## config.mk

```make
export PLATFORM = sky130hd
export DESIGN_NAME = uart_dsp_master
export DESIGN_NICKNAME = d
export VERILOG_FILES = /design/src/rtl/uart_master_pkg.sv /design/src/rtl/uart_master_fifo.sv /design/src/rtl/uart_dsp_master.sv
export SDC_FILE = /design/constraint.sdc
export NUM_CORES = 1
export LEC_CHECK = 0
export CORE_ASPECT_RATIO = 0.8
export CORE_MARGIN = 2
export CORE_UTILIZATION = 50
export CTS_CLUSTER_DIAMETER = 50
export DETAILED_ROUTE_END_ITERATION = 12
export GPL_ROUTABILITY_DRIVEN = 0
export PLACE_DENSITY = 0.86
export SETUP_SLACK_MARGIN = 0.1
export SYNTH_ARGS = -nofsm -noshare
export SYNTH_HDL_FRONTEND = slang
export SYNTH_SLANG_ARGS = --single-unit
```

## constraint.sdc

```tcl
create_clock -name DSP0_CLK -period 4.8 [get_ports DSP0_CLK]
set_input_delay 0.96 -clock DSP0_CLK [delete_from_list [all_inputs] [get_ports DSP0_CLK]]
set_output_delay 0.96 -clock DSP0_CLK [all_outputs]
set_load 0.03 [all_outputs]
```

## src/rtl/uart_master_pkg.sv

```systemverilog
// uart_master_pkg: UART register map, status bit positions
// and the service FSM states shared by uart_dsp_master.
package uart_master_pkg;

    localparam logic [3:0] REG_DR   = 4'd0;
    localparam logic [3:0] REG_LCR  = 4'd1;
    localparam logic [3:0] REG_FCR  = 4'd2;
    localparam logic [3:0] REG_CR   = 4'd3;
    localparam logic [3:0] REG_FR   = 4'd4;
    localparam logic [3:0] REG_IER  = 4'd5;
    localparam logic [3:0] REG_ISR  = 4'd6;
    localparam logic [3:0] REG_IBRD = 4'd7;

    localparam int FR_TXFF = 7;
    localparam int FR_RXFE = 4;
    localparam int ISR_TX  = 3;
    localparam int ISR_RX  = 2;
    localparam int ISR_RT  = 1;

    typedef enum logic [2:0] {
        IDLE   = 3'd0,
        INIT   = 3'd1,
        ISR_RD = 3'd2,
        ICR_WR = 3'd3,
        TX_FR  = 3'd4,
        TX_WR  = 3'd5,
        RX_DR  = 3'd6,
        RX_FR  = 3'd7
    } state_e;

    // Init writes go IBRD, LCR, FCR, IER, then CR last to enable.
    function automatic logic [3:0] init_addr(input logic [2:0] idx);
        logic [3:0] a;
        unique case (idx)
            3'd0:    a = REG_IBRD;
            3'd1:    a = REG_LCR;
            3'd2:    a = REG_FCR;
            3'd3:    a = REG_IER;
            default: a = REG_CR;
        endcase
        return a;
    endfunction

endpackage

```

## src/rtl/uart_master_fifo.sv

```systemverilog
// uart_master_fifo: synchronous FIFO, first-word fall-through.
// Push when full and pop when empty are refused independently.
module uart_master_fifo #(
    parameter int DW    = 8,
    parameter int DEPTH = 8
) (
    input  logic          clk_i,
    input  logic          rst_ni,
    input  logic          push_i,
    input  logic [DW-1:0] wdata_i,
    input  logic          pop_i,
    output logic [DW-1:0] rdata_o,
    output logic          full_o,
    output logic          empty_o
);

    localparam int AW = $clog2(DEPTH);

    logic [DW-1:0] mem_q [DEPTH];
    logic [AW:0]   wptr_q;
    logic [AW:0]   rptr_q;
    logic          do_push;
    logic          do_pop;

    assign empty_o = (wptr_q == rptr_q);
    assign full_o  = (wptr_q[AW] != rptr_q[AW]) &&
                     (wptr_q[AW-1:0] == rptr_q[AW-1:0]);
    assign do_push = push_i && !full_o;
    assign do_pop  = pop_i && !empty_o;
    assign rdata_o = empty_o ? '0 : mem_q[rptr_q[AW-1:0]];

    // Pointers carry an extra wrap bit to tell full from empty.
    always_ff @(posedge clk_i or negedge rst_ni) begin
        if (!rst_ni) begin
            wptr_q <= '0;
            rptr_q <= '0;
        end else begin
            if (do_push) wptr_q <= wptr_q + (AW+1)'(1);
            if (do_pop)  rptr_q <= rptr_q + (AW+1)'(1);
        end
    end

    // Storage is unreset; the read port is masked while empty.
    always_ff @(posedge clk_i) begin
        if (do_push) mem_q[wptr_q[AW-1:0]] <= wdata_i;
    end

endmodule

```

## src/rtl/uart_dsp_master.sv

```systemverilog
// uart_dsp_master: drives a UART over the DSP async bus, running init,
// interrupt service and TX/RX byte queues. Option: UART_MASTER_POLL_EN.
module uart_dsp_master
    import uart_master_pkg::*;
#(
    parameter int TXQ_DEPTH   = 8,
    parameter int RXQ_DEPTH   = 8,
    parameter int MAX_BURST   = 16,
    parameter int POLL_PERIOD = 1024
) (
    input  logic        DSP0_CLK,
    input  logic        RESETn,
    input  logic        start,
    input  logic [15:0] cfg_ibrd,
    input  logic [15:0] cfg_lcr,
    input  logic [15:0] cfg_fcr,
    input  logic [15:0] cfg_ier,
    input  logic [15:0] cfg_cr,
    output logic        DSP_CEn,
    output logic        DSP_WEn,
    output logic [3:0]  DSP_ADDR,
    output logic [15:0] DSP_WDATA,
    input  logic [15:0] DSP_RDATA,
    input  logic        IRQn,
    input  logic        tx_valid,
    input  logic [7:0]  tx_data,
    output logic        tx_ready,
    output logic        rx_valid,
    output logic [7:0]  rx_data,
    input  logic        rx_ready,
    output logic        init_done,
    output logic        busy,
    output logic        rx_overflow,
    input  logic        rx_ovf_clr
);

    localparam int BW = $clog2(MAX_BURST + 1);
    localparam logic [BW-1:0] BURST_MAX = BW'(MAX_BURST);

    state_e        state_q, state_d;
    logic [1:0]    ph_q, ph_d;
    logic [2:0]    idx_q, idx_d;
    logic [3:0]    isr_q, isr_d;
    logic [7:0]    rd_q, rd_d;
    logic [BW-1:0] burst_q, burst_d;
    logic          pend_q, pend_d;
    logic          done_q, done_d;
    logic          ovf_q, ovf_d;
    logic          irq_s_q, irq_d_q, irq_edge;
    logic          svc, poll_hit;
    logic          tx_pop, tx_full, tx_empty;
    logic [7:0]    tx_head;
    logic          rx_push, rx_full, rx_empty;
    logic          rd_end, wr_end;
    logic          unused_rdata;

    assign unused_rdata = ^DSP_RDATA[15:8];
    assign irq_edge     = irq_d_q & ~irq_s_q;
    // Reads: strobe, gap (data captured at its end), decide.
    assign rd_end       = (ph_q == 2'd2);
    // Writes: strobe, gap (decide at its end).
    assign wr_end       = (ph_q == 2'd1);

    uart_master_fifo #(.DW(8), .DEPTH(TXQ_DEPTH)) u_txq (
        .clk_i  (DSP0_CLK),
        .rst_ni (RESETn),
        .push_i (tx_valid),
        .wdata_i(tx_data),
        .pop_i  (tx_pop),
        .rdata_o(tx_head),
        .full_o (tx_full),
        .empty_o(tx_empty)
    );

    uart_master_fifo #(.DW(8), .DEPTH(RXQ_DEPTH)) u_rxq (
        .clk_i  (DSP0_CLK),
        .rst_ni (RESETn),
        .push_i (rx_push),
        .wdata_i(rd_q),
        .pop_i  (rx_ready),
        .rdata_o(rx_data),
        .full_o (rx_full),
        .empty_o(rx_empty)
    );

    assign tx_ready    = !tx_full;
    assign rx_valid    = !rx_empty;
    assign init_done   = done_q;
    assign busy        = (state_q != IDLE);
    assign rx_overflow = ovf_q;

`ifdef UART_MASTER_POLL_EN
    localparam int PW = $clog2(POLL_PERIOD + 1);
    logic [PW-1:0] poll_q;
    logic          poll_arm;

    assign poll_arm = (state_q == IDLE) && done_q && !tx_empty;
    assign poll_hit = poll_arm && (poll_q == PW'(POLL_PERIOD - 1));

    // Idle poll timer; any interrupt service restarts the interval.
    always_ff @(posedge DSP0_CLK or negedge RESETn) begin
        if (!RESETn)       poll_q <= '0;
        else if (svc)      poll_q <= '0;
        else if (poll_hit) poll_q <= '0;
        else if (poll_arm) poll_q <= poll_q + PW'(1);
    end
`else
    localparam int unused_poll = POLL_PERIOD;
    assign poll_hit = 1'b0;
`endif

    // Service sequencer: next state, bus phase and status flags.
    always_comb begin
        state_d = state_q;
        ph_d    = ph_q + 2'd1;
        idx_d   = idx_q;
        isr_d   = isr_q;
        rd_d    = rd_q;
        burst_d = burst_q;
        pend_d  = pend_q;
        done_d  = done_q;
        ovf_d   = ovf_q & ~rx_ovf_clr;
        tx_pop  = 1'b0;
        rx_push = 1'b0;
        svc     = 1'b0;
        if (irq_edge && done_q && state_q != IDLE) pend_d = 1'b1;
        if (ph_q == 2'd1) rd_d = DSP_RDATA[7:0];
        unique case (state_q)
            IDLE: begin
                ph_d = 2'd0;
                if (start && !done_q) begin
                    state_d = INIT;
                    idx_d   = 3'd0;
                end else if (done_q && (irq_edge || pend_q)) begin
                    state_d = ISR_RD;
                    pend_d  = 1'b0;
                    svc     = 1'b1;
                end else if (poll_hit) begin
                    state_d = TX_FR;
                    burst_d = '0;
                end
            end
            INIT: begin
                ph_d  = 2'd0;
                idx_d = idx_q + 3'd1;
                if (idx_q == 3'd4) begin
                    state_d = IDLE;
                    done_d  = 1'b1;
                end
            end
            ISR_RD: if (rd_end) begin
                ph_d    = 2'd0;
                isr_d   = rd_q[3:0];
                state_d = ICR_WR;
            end
            ICR_WR: if (wr_end) begin
                ph_d    = 2'd0;
                burst_d = '0;
                if (isr_q[ISR_RX] || isr_q[ISR_RT]) state_d = RX_DR;
                else if (isr_q[ISR_TX])             state_d = TX_FR;
                else                                state_d = IDLE;
            end
            TX_FR: if (rd_end) begin
                ph_d = 2'd0;
                if (!rd_q[FR_TXFF] && !tx_empty && burst_q < BURST_MAX)
                    state_d = TX_WR;
                else
                    state_d = IDLE;
            end
            TX_WR: if (wr_end) begin
                ph_d    = 2'd0;
                tx_pop  = 1'b1;
                burst_d = burst_q + BW'(1);
                state_d = TX_FR;
            end
            RX_DR: if (rd_end) begin
                ph_d    = 2'd0;
                state_d = RX_FR;
                if (rx_full) ovf_d   = 1'b1;
                else         rx_push = 1'b1;
            end
            RX_FR: if (rd_end) begin
                ph_d = 2'd0;
                if (!rd_q[FR_RXFE])      state_d = RX_DR;
                else if (isr_q[ISR_TX])  state_d = TX_FR;
                else                     state_d = IDLE;
            end
            default: state_d = IDLE;
        endcase
    end

    // Sequencer and IRQn edge-detect registers.
    always_ff @(posedge DSP0_CLK or negedge RESETn) begin
        if (!RESETn) begin
            state_q <= IDLE;
            ph_q    <= 2'd0;
            idx_q   <= 3'd0;
            isr_q   <= 4'd0;
            rd_q    <= 8'd0;
            burst_q <= '0;
            pend_q  <= 1'b0;
            done_q  <= 1'b0;
            ovf_q   <= 1'b0;
            irq_s_q <= 1'b1;
            irq_d_q <= 1'b1;
        end else begin
            state_q <= state_d;
            ph_q    <= ph_d;
            idx_q   <= idx_d;
            isr_q   <= isr_d;
            rd_q    <= rd_d;
            burst_q <= burst_d;
            pend_q  <= pend_d;
            done_q  <= done_d;
            ovf_q   <= ovf_d;
            irq_s_q <= IRQn;
            irq_d_q <= irq_s_q;
        end
    end

    // Bus pins decoded from state so reset parks them at once.
    always_comb begin
        DSP_CEn   = 1'b1;
        DSP_WEn   = 1'b1;
        DSP_ADDR  = REG_DR;
        DSP_WDATA = 16'h0000;
        unique case (state_q)
            INIT: begin
                DSP_CEn  = 1'b0;
                DSP_WEn  = 1'b0;
                DSP_ADDR = init_addr(idx_q);
                unique case (idx_q)
                    3'd0:    DSP_WDATA = cfg_ibrd;
                    3'd1:    DSP_WDATA = cfg_lcr;
                    3'd2:    DSP_WDATA = cfg_fcr;
                    3'd3:    DSP_WDATA = cfg_ier;
                    default: DSP_WDATA = cfg_cr;
                endcase
            end
            ISR_RD: begin
                DSP_CEn  = (ph_q != 2'd0);
                DSP_ADDR = REG_ISR;
            end
            ICR_WR: begin
                DSP_CEn   = (ph_q != 2'd0);
                DSP_WEn   = (ph_q != 2'd0);
                DSP_ADDR  = REG_ISR;
                DSP_WDATA = {12'h000, isr_q};
            end
            TX_FR, RX_FR: begin
                DSP_CEn  = (ph_q != 2'd0);
                DSP_ADDR = REG_FR;
            end
            TX_WR: begin
                DSP_CEn   = (ph_q != 2'd0);
                DSP_WEn   = (ph_q != 2'd0);
                DSP_WDATA = {8'h00, tx_head};
            end
            RX_DR: DSP_CEn = (ph_q != 2'd0);
            default: ;
        endcase
    end

endmodule

```

# After elaboration in Yosys (flattened, before gate mapping)
# Memories as Yosys holds them, arrays and structs flattened.
# Cells that the tools add are included.
# classes
addsub,7
magnitude_cmp,1
n_eq_ne,28
muxes,46
bitwise_logic,4
reduce_logical,37
# op_table
operator,n
$pmux 16 s4,1
$pmux 16 s3,1
$mux 3,14
$pmux 3 s8,1
$add 4x1->4 const B,4
$mux 1,16
$mux 8,2
$ne 2x2->1 const B,8
$eq 3x3->1 const B,5
$eq 3x2->1 const B,4
$logic_and 1x1->1,12
$pmux 3 s4,1
$mux 5,2
$pmux 5 s2,1
$pmux 3 s3,1
$eq 4x4->1,2
$reduce_and 8->1,1
$reduce_or 2->1,4
$eq 3x1->1 const B,2
$eq 3x3->1,2
$logic_not 1->1,6
$logic_not 3->1,2
$pmux 2 s3,1
$pmux 3 s2,1
19 further kinds,29
# totals
register_bits,46
ramBits,128
inputBits,111
mem_count,2
# mem_list
name,words,width,rd,rd_clocked_by_memory_dff,write_ports,line_no,source
u_rxq.mem_q,8,8,1,0,1,uart_master_fifo.sv:19,logic [DW-1:0] mem_q [DEPTH];
u_txq.mem_q,8,8,1,0,1,uart_master_fifo.sv:19,

# Depth between registers and ports, before layout
# logic_depth
depth_word,8
ltp_mapped,8

# Modules after synthesis
# From an unflattened synthesis, not the netlist that was laid out.
# unflattened
cells_unflattened,648
hier_area_um2,8436.8
# by_module_without_submodules
mod,n_inst,cells_each,area_each_um2,seq_area_each_um2
uart_master_fifo (u_txq),1,190,3133.0,2122.0
uart_master_fifo (u_rxq),1,192,3131.8,2122.0
uart_dsp_master,1,266,2172.1,753.2

# Worst setup path after synthesis
# Ideal clock, no wire load.
# synth_timing
kind,flip-flop to output port
startpoint,reg idx_q[0]
endpoint,out DSP_WDATA[5]
arrival_ps,2152
required_ps,3840
path_slack_ps,1688
stages_incl_launch_ff,9
cell_sequence,dfrtp_1 inv_1 ha_1 buf_2 or3_1 a21oi_4 buf_6 mux2i_1 o22ai_1
# synth_via
elab_chain_cells,3
# synth_lines
element,line_no,source
"start, declared",uart_dsp_master.sv:42,"logic [2:0] idx_q, idx_d;"
"start signal, assigned",uart_dsp_master.sv:209,idx_q <= idx_d;
$eq 3x2->1 (tied with other cells),uart_dsp_master.sv:232,unique case (idx_q)
$pmux 16 s4 (*),uart_dsp_master.sv:232,
$pmux 16 s3 (*),uart_dsp_master.sv:227,unique case (state_q)
"end, declared",uart_dsp_master.sv:22,"output logic [15:0] DSP_WDATA,"
# Mark *: on every way between the ends. The rest lies on a longest branch, timed or not.

# Worst setup path in the final report
# layout_timing
startpoint,reg u_txq.rptr_q[1]
endpoint,out DSP_WDATA[2]
# layout_via
elab_chain_cells,3
# layout_lines
element,line_no,source
"start, declared",uart_master_fifo.sv:21,logic [AW:0] rptr_q;
"start signal, assigned",uart_master_fifo.sv:39,if (do_pop) rptr_q <= rptr_q + (AW+1)'(1);
$mem_v2 8x8 / $eq 4x4->1 (equally long branches),-,
$mux 8 (*),uart_master_fifo.sv:30,assign rdata_o = empty_o ? '0 : mem_q[rptr_q[AW-1:0]];
$pmux 16 s3 (*),uart_dsp_master.sv:227,
# Marked as above.

==> results.json <==
{
  "design_area_sq_um": 10000,
  "grt_pass1_vias": 5266,
  "overflow": 0,
  "endpoint_kind": "output port",
  "final_max_slew_viol_count": 0,
  "initial_core_util_pct": 50.63,
  "final_nets": 802,
  "final_antenna_net_count": 0,
  "ys_ff_latch": 174,
  "final_common_cell": "clkdlybuf4s50_1",
  "rsz0062_at_grt": "no",
  "fp.dieH_microns": 116.4,
  "die_x_microns": 144.5,
  "num_vias": 5326,
  "syn_nets": 671,
  "skew_ns": 0.006568,
  "ctsHoldBuffers": 0,
  "synth_area_sq_um": 7895,
  "worst_slew_pin_slew_ns": 1.102,
  "cap_violations": 0,
  "p_leak_nw": 3.579,
  "worst_setup_path_start_kind": "flop",
  "yosysSeqAreaShare_pct": 63.30,
  "netlist_top_cells_area": "edfxtp_1 49%, dfrtp_1 14%, mux4_2 9.1%",
  "wl_per_cell_microns": 21.23,
  "h-tree-depth": 4,
  "diodes": 0,
  "drive_above_1_share_pct": 13.11,
  "coreArea_sq_um": 15600,
  "synth.distinct_cells": 56,
  "cts_tree": "yes",
  "area_growth_pct": 26.72,
  "fin_util_pct": 64.15,
  "clock_latency_ns": 0.43,
  "synth.largest_area_cell": "edfxtp_1",
  "port_buffers": 136,
  "drc": 0,
  "drt_iter0_markers": 461,
  "avgSynthCellArea_sq_um": 14.35,
  "p_per_area_nw_per_um2": 578.4,
  "fillers": 1070,
  "grt_max_degree": 47,
  "post-route-min-period_ns": 4.344,
  "final_cell_mix": "135 x clkdlybuf4s50_1, 128 x edfxtp_1, 53 x nor2_1, 49 x nand2_1, 44 x dfrtp_1",
  "cts_setup_buffers": 0,
  "grt_usage_pct": 23.98,
  "reg2reg_slack_ns": 1.78,
  "die-area_sq_um": 16820,
  "grt_antenna_before_repair": 0,
  "ctsResizeCount": 0,
  "routed_wl_mm": 19.29,
  "vdd_ir_drop_max_mv": 0.3068,
  "cts-root-buf": "clkbuf_16",
  "critPathKind": "reg -> out",
  "max_freq_mhz": 230.2,
  "setup_viol": 0,
  "fin_hold_ws_ns": 0.3659,
  "clk_path_buf_depth": 2,
  "ios": 146,
  "slew_headroom_pct": 26.27,
  "synth_top_area_share_pct": 48.68,
  "yosysWarnings": 0,
  "fin_crit_sh_pct": 90.50,
  "hold_class": "reg -> reg",
  "path_max_fanout": 20,
  "synth_cells": 550,
  "async_reset_ff_share_pct": 26.44,
  "vias_per_cell": 5.859,
  "worstPathRequired_ns": 3.84,
  "rows": 41,
  "cts_num_sinks": 174,
  "synth-main-ff-cell": "edfxtp_1",
  "drt_first_pass_iters": 6,
  "place_hpwl_mm": 13.41,
  "path_clk_slew_ns": 0.07,
  "grt_pass1_wl_mm": 29.40,
  "numCtsBuffers": 17,
  "worstPathArrival_ns": 3.38,
  "synth-edff-count": 128,
  "finalHoldViolCount": 0,
  "placed_area_sq_um": 9418,
  "status": "completed",
  "setup-tns-final_ns": 0
}
[final timing paths]
| path | cells past startpoint | to | from |
|---|---|---|---|
| min | 0 | irq_d_q$_DFF_PN1_ | irq_s_q$_DFF_PN1_ |
| min reg2reg | 0 | irq_d_q$_DFF_PN1_ | irq_s_q$_DFF_PN1_ |
| max in group asynchronous | 1 | rd_q[1]$_DFFE_PN0P_ | RESETn |
| max reg2reg | 5 | u_rxq.mem_q[6][1]$_DFFE_PP_ | u_rxq.rptr_q[1]$_DFFE_PN0P_ |
| max | 6 | DSP_WDATA[2] | u_txq.rptr_q[1]$_DFFE_PN0P_ |
| min in group asynchronous | 1 | u_rxq.rptr_q[2]$_DFFE_PN0P_ | RESETn |
[kinds of logic (layout without fill, tap and decap cells)]
logic type                 after synthesis  count (layout)  synth area share [%]
xor gates and xnor gates                22              22                 2.441
adders and majority gates               10              10                 1.585
muxes                                   62              62                 13.09
DFF                                    174             174                 63.30
and+or+nand+nor                        155             155                 9.287
AOI/OAI and AO/OA                       82              82                 7.670
buffers and inverters                   44             188                 2.583
other                                    1               1               0.04750
[through the flow]
stage	worst slack, ns	cells	total power [mW]
6_report	0.4560	909	5.787
5_1_grt	0.3206	909	6.067
4_1_cts	0.2849	907	5.779
3_5_place_dp	0.7819	875	4.425
3_3_place_gp	0.9222	875	4.313
2_1_floorplan	1.688	550	3.743
[registers in the layout, summed over array words and instances, names as in the netlist, 5 cells and up]
register	count
rd_q	8
u_rxq.mem_q	64
u_txq.mem_q	64
burst_q	5
[layer usage]
layer	wire length, microns	vias to the layer above	global-route usage (%)
met4	377	0	8.285
met5	0	-	0
li1	-	2379	-
met1	7576	2630	30.33
met2	9942	285	41.36
met3	1398	32	5.494
[synth_stat cells (2+ instances only)]
| master | count |
|---|---|
| a21o_1 | 3 |
| a21oi_1 | 13 |
| a221oi_1 | 12 |
| a222oi_1 | 16 |
| a2bb2oi_1 | 3 |
| buf_1 | 2 |
| buf_2 | 10 |
| buf_4 | 3 |
| buf_6 | 2 |
| clkbuf_1 | 18 |
| dfrtp_1 | 44 |
| dfstp_2 | 2 |
| edfxtp_1 | 128 |
| ha_1 | 10 |
| inv_1 | 8 |
| mux2_1 | 3 |
| mux2_2 | 7 |
| mux2i_1 | 20 |
| mux4_2 | 32 |
| nand2_1 | 49 |
| nand2b_1 | 9 |
| nand3_1 | 14 |
| nor2_1 | 53 |
| nor2b_1 | 5 |
| nor3_1 | 6 |
| o21ai_0 | 14 |
| o21ai_1 | 3 |
| o22ai_1 | 9 |
| o31ai_1 | 2 |
| or2_1 | 2 |
| or3_1 | 2 |
| or3b_1 | 2 |
| xnor2_1 | 11 |
| xor2_1 | 11 |
[worst max-delay path: stages (launching register included)]
cell,delay (ns)
dfrtp_1,0.92
xnor2_1,0.22
nand4_1,0.27
nand3_1,0.39
a2bb2oi_1,0.40
o21ai_1,0.12
clkdlybuf4s50_1,0.63
[layout make-up]
class                   count  area (sq um)  share of cell area (%)
flip-flops and latches    174          4997                   49.95
multi-input cells         332          2694                   26.93
repair buffers            147          1439                   14.38
clock buffers              17         425.4                   4.252
well taps                 215         269.0                   2.689
clock inverters            15         146.4                   1.463
inverters                   9         33.78                  0.3377
[power breakdown]
| part | leakage [nW] | switching [mW] | internal (mW) |
|---|---|---|---|
| logic | 1.57 | 1.13 | 0.986 |
| registers | 1.73 | 0.385 | 1.94 |
| clock network | 0.279 | 0.607 | 0.732 |
(Power assumes the default switching activity.)
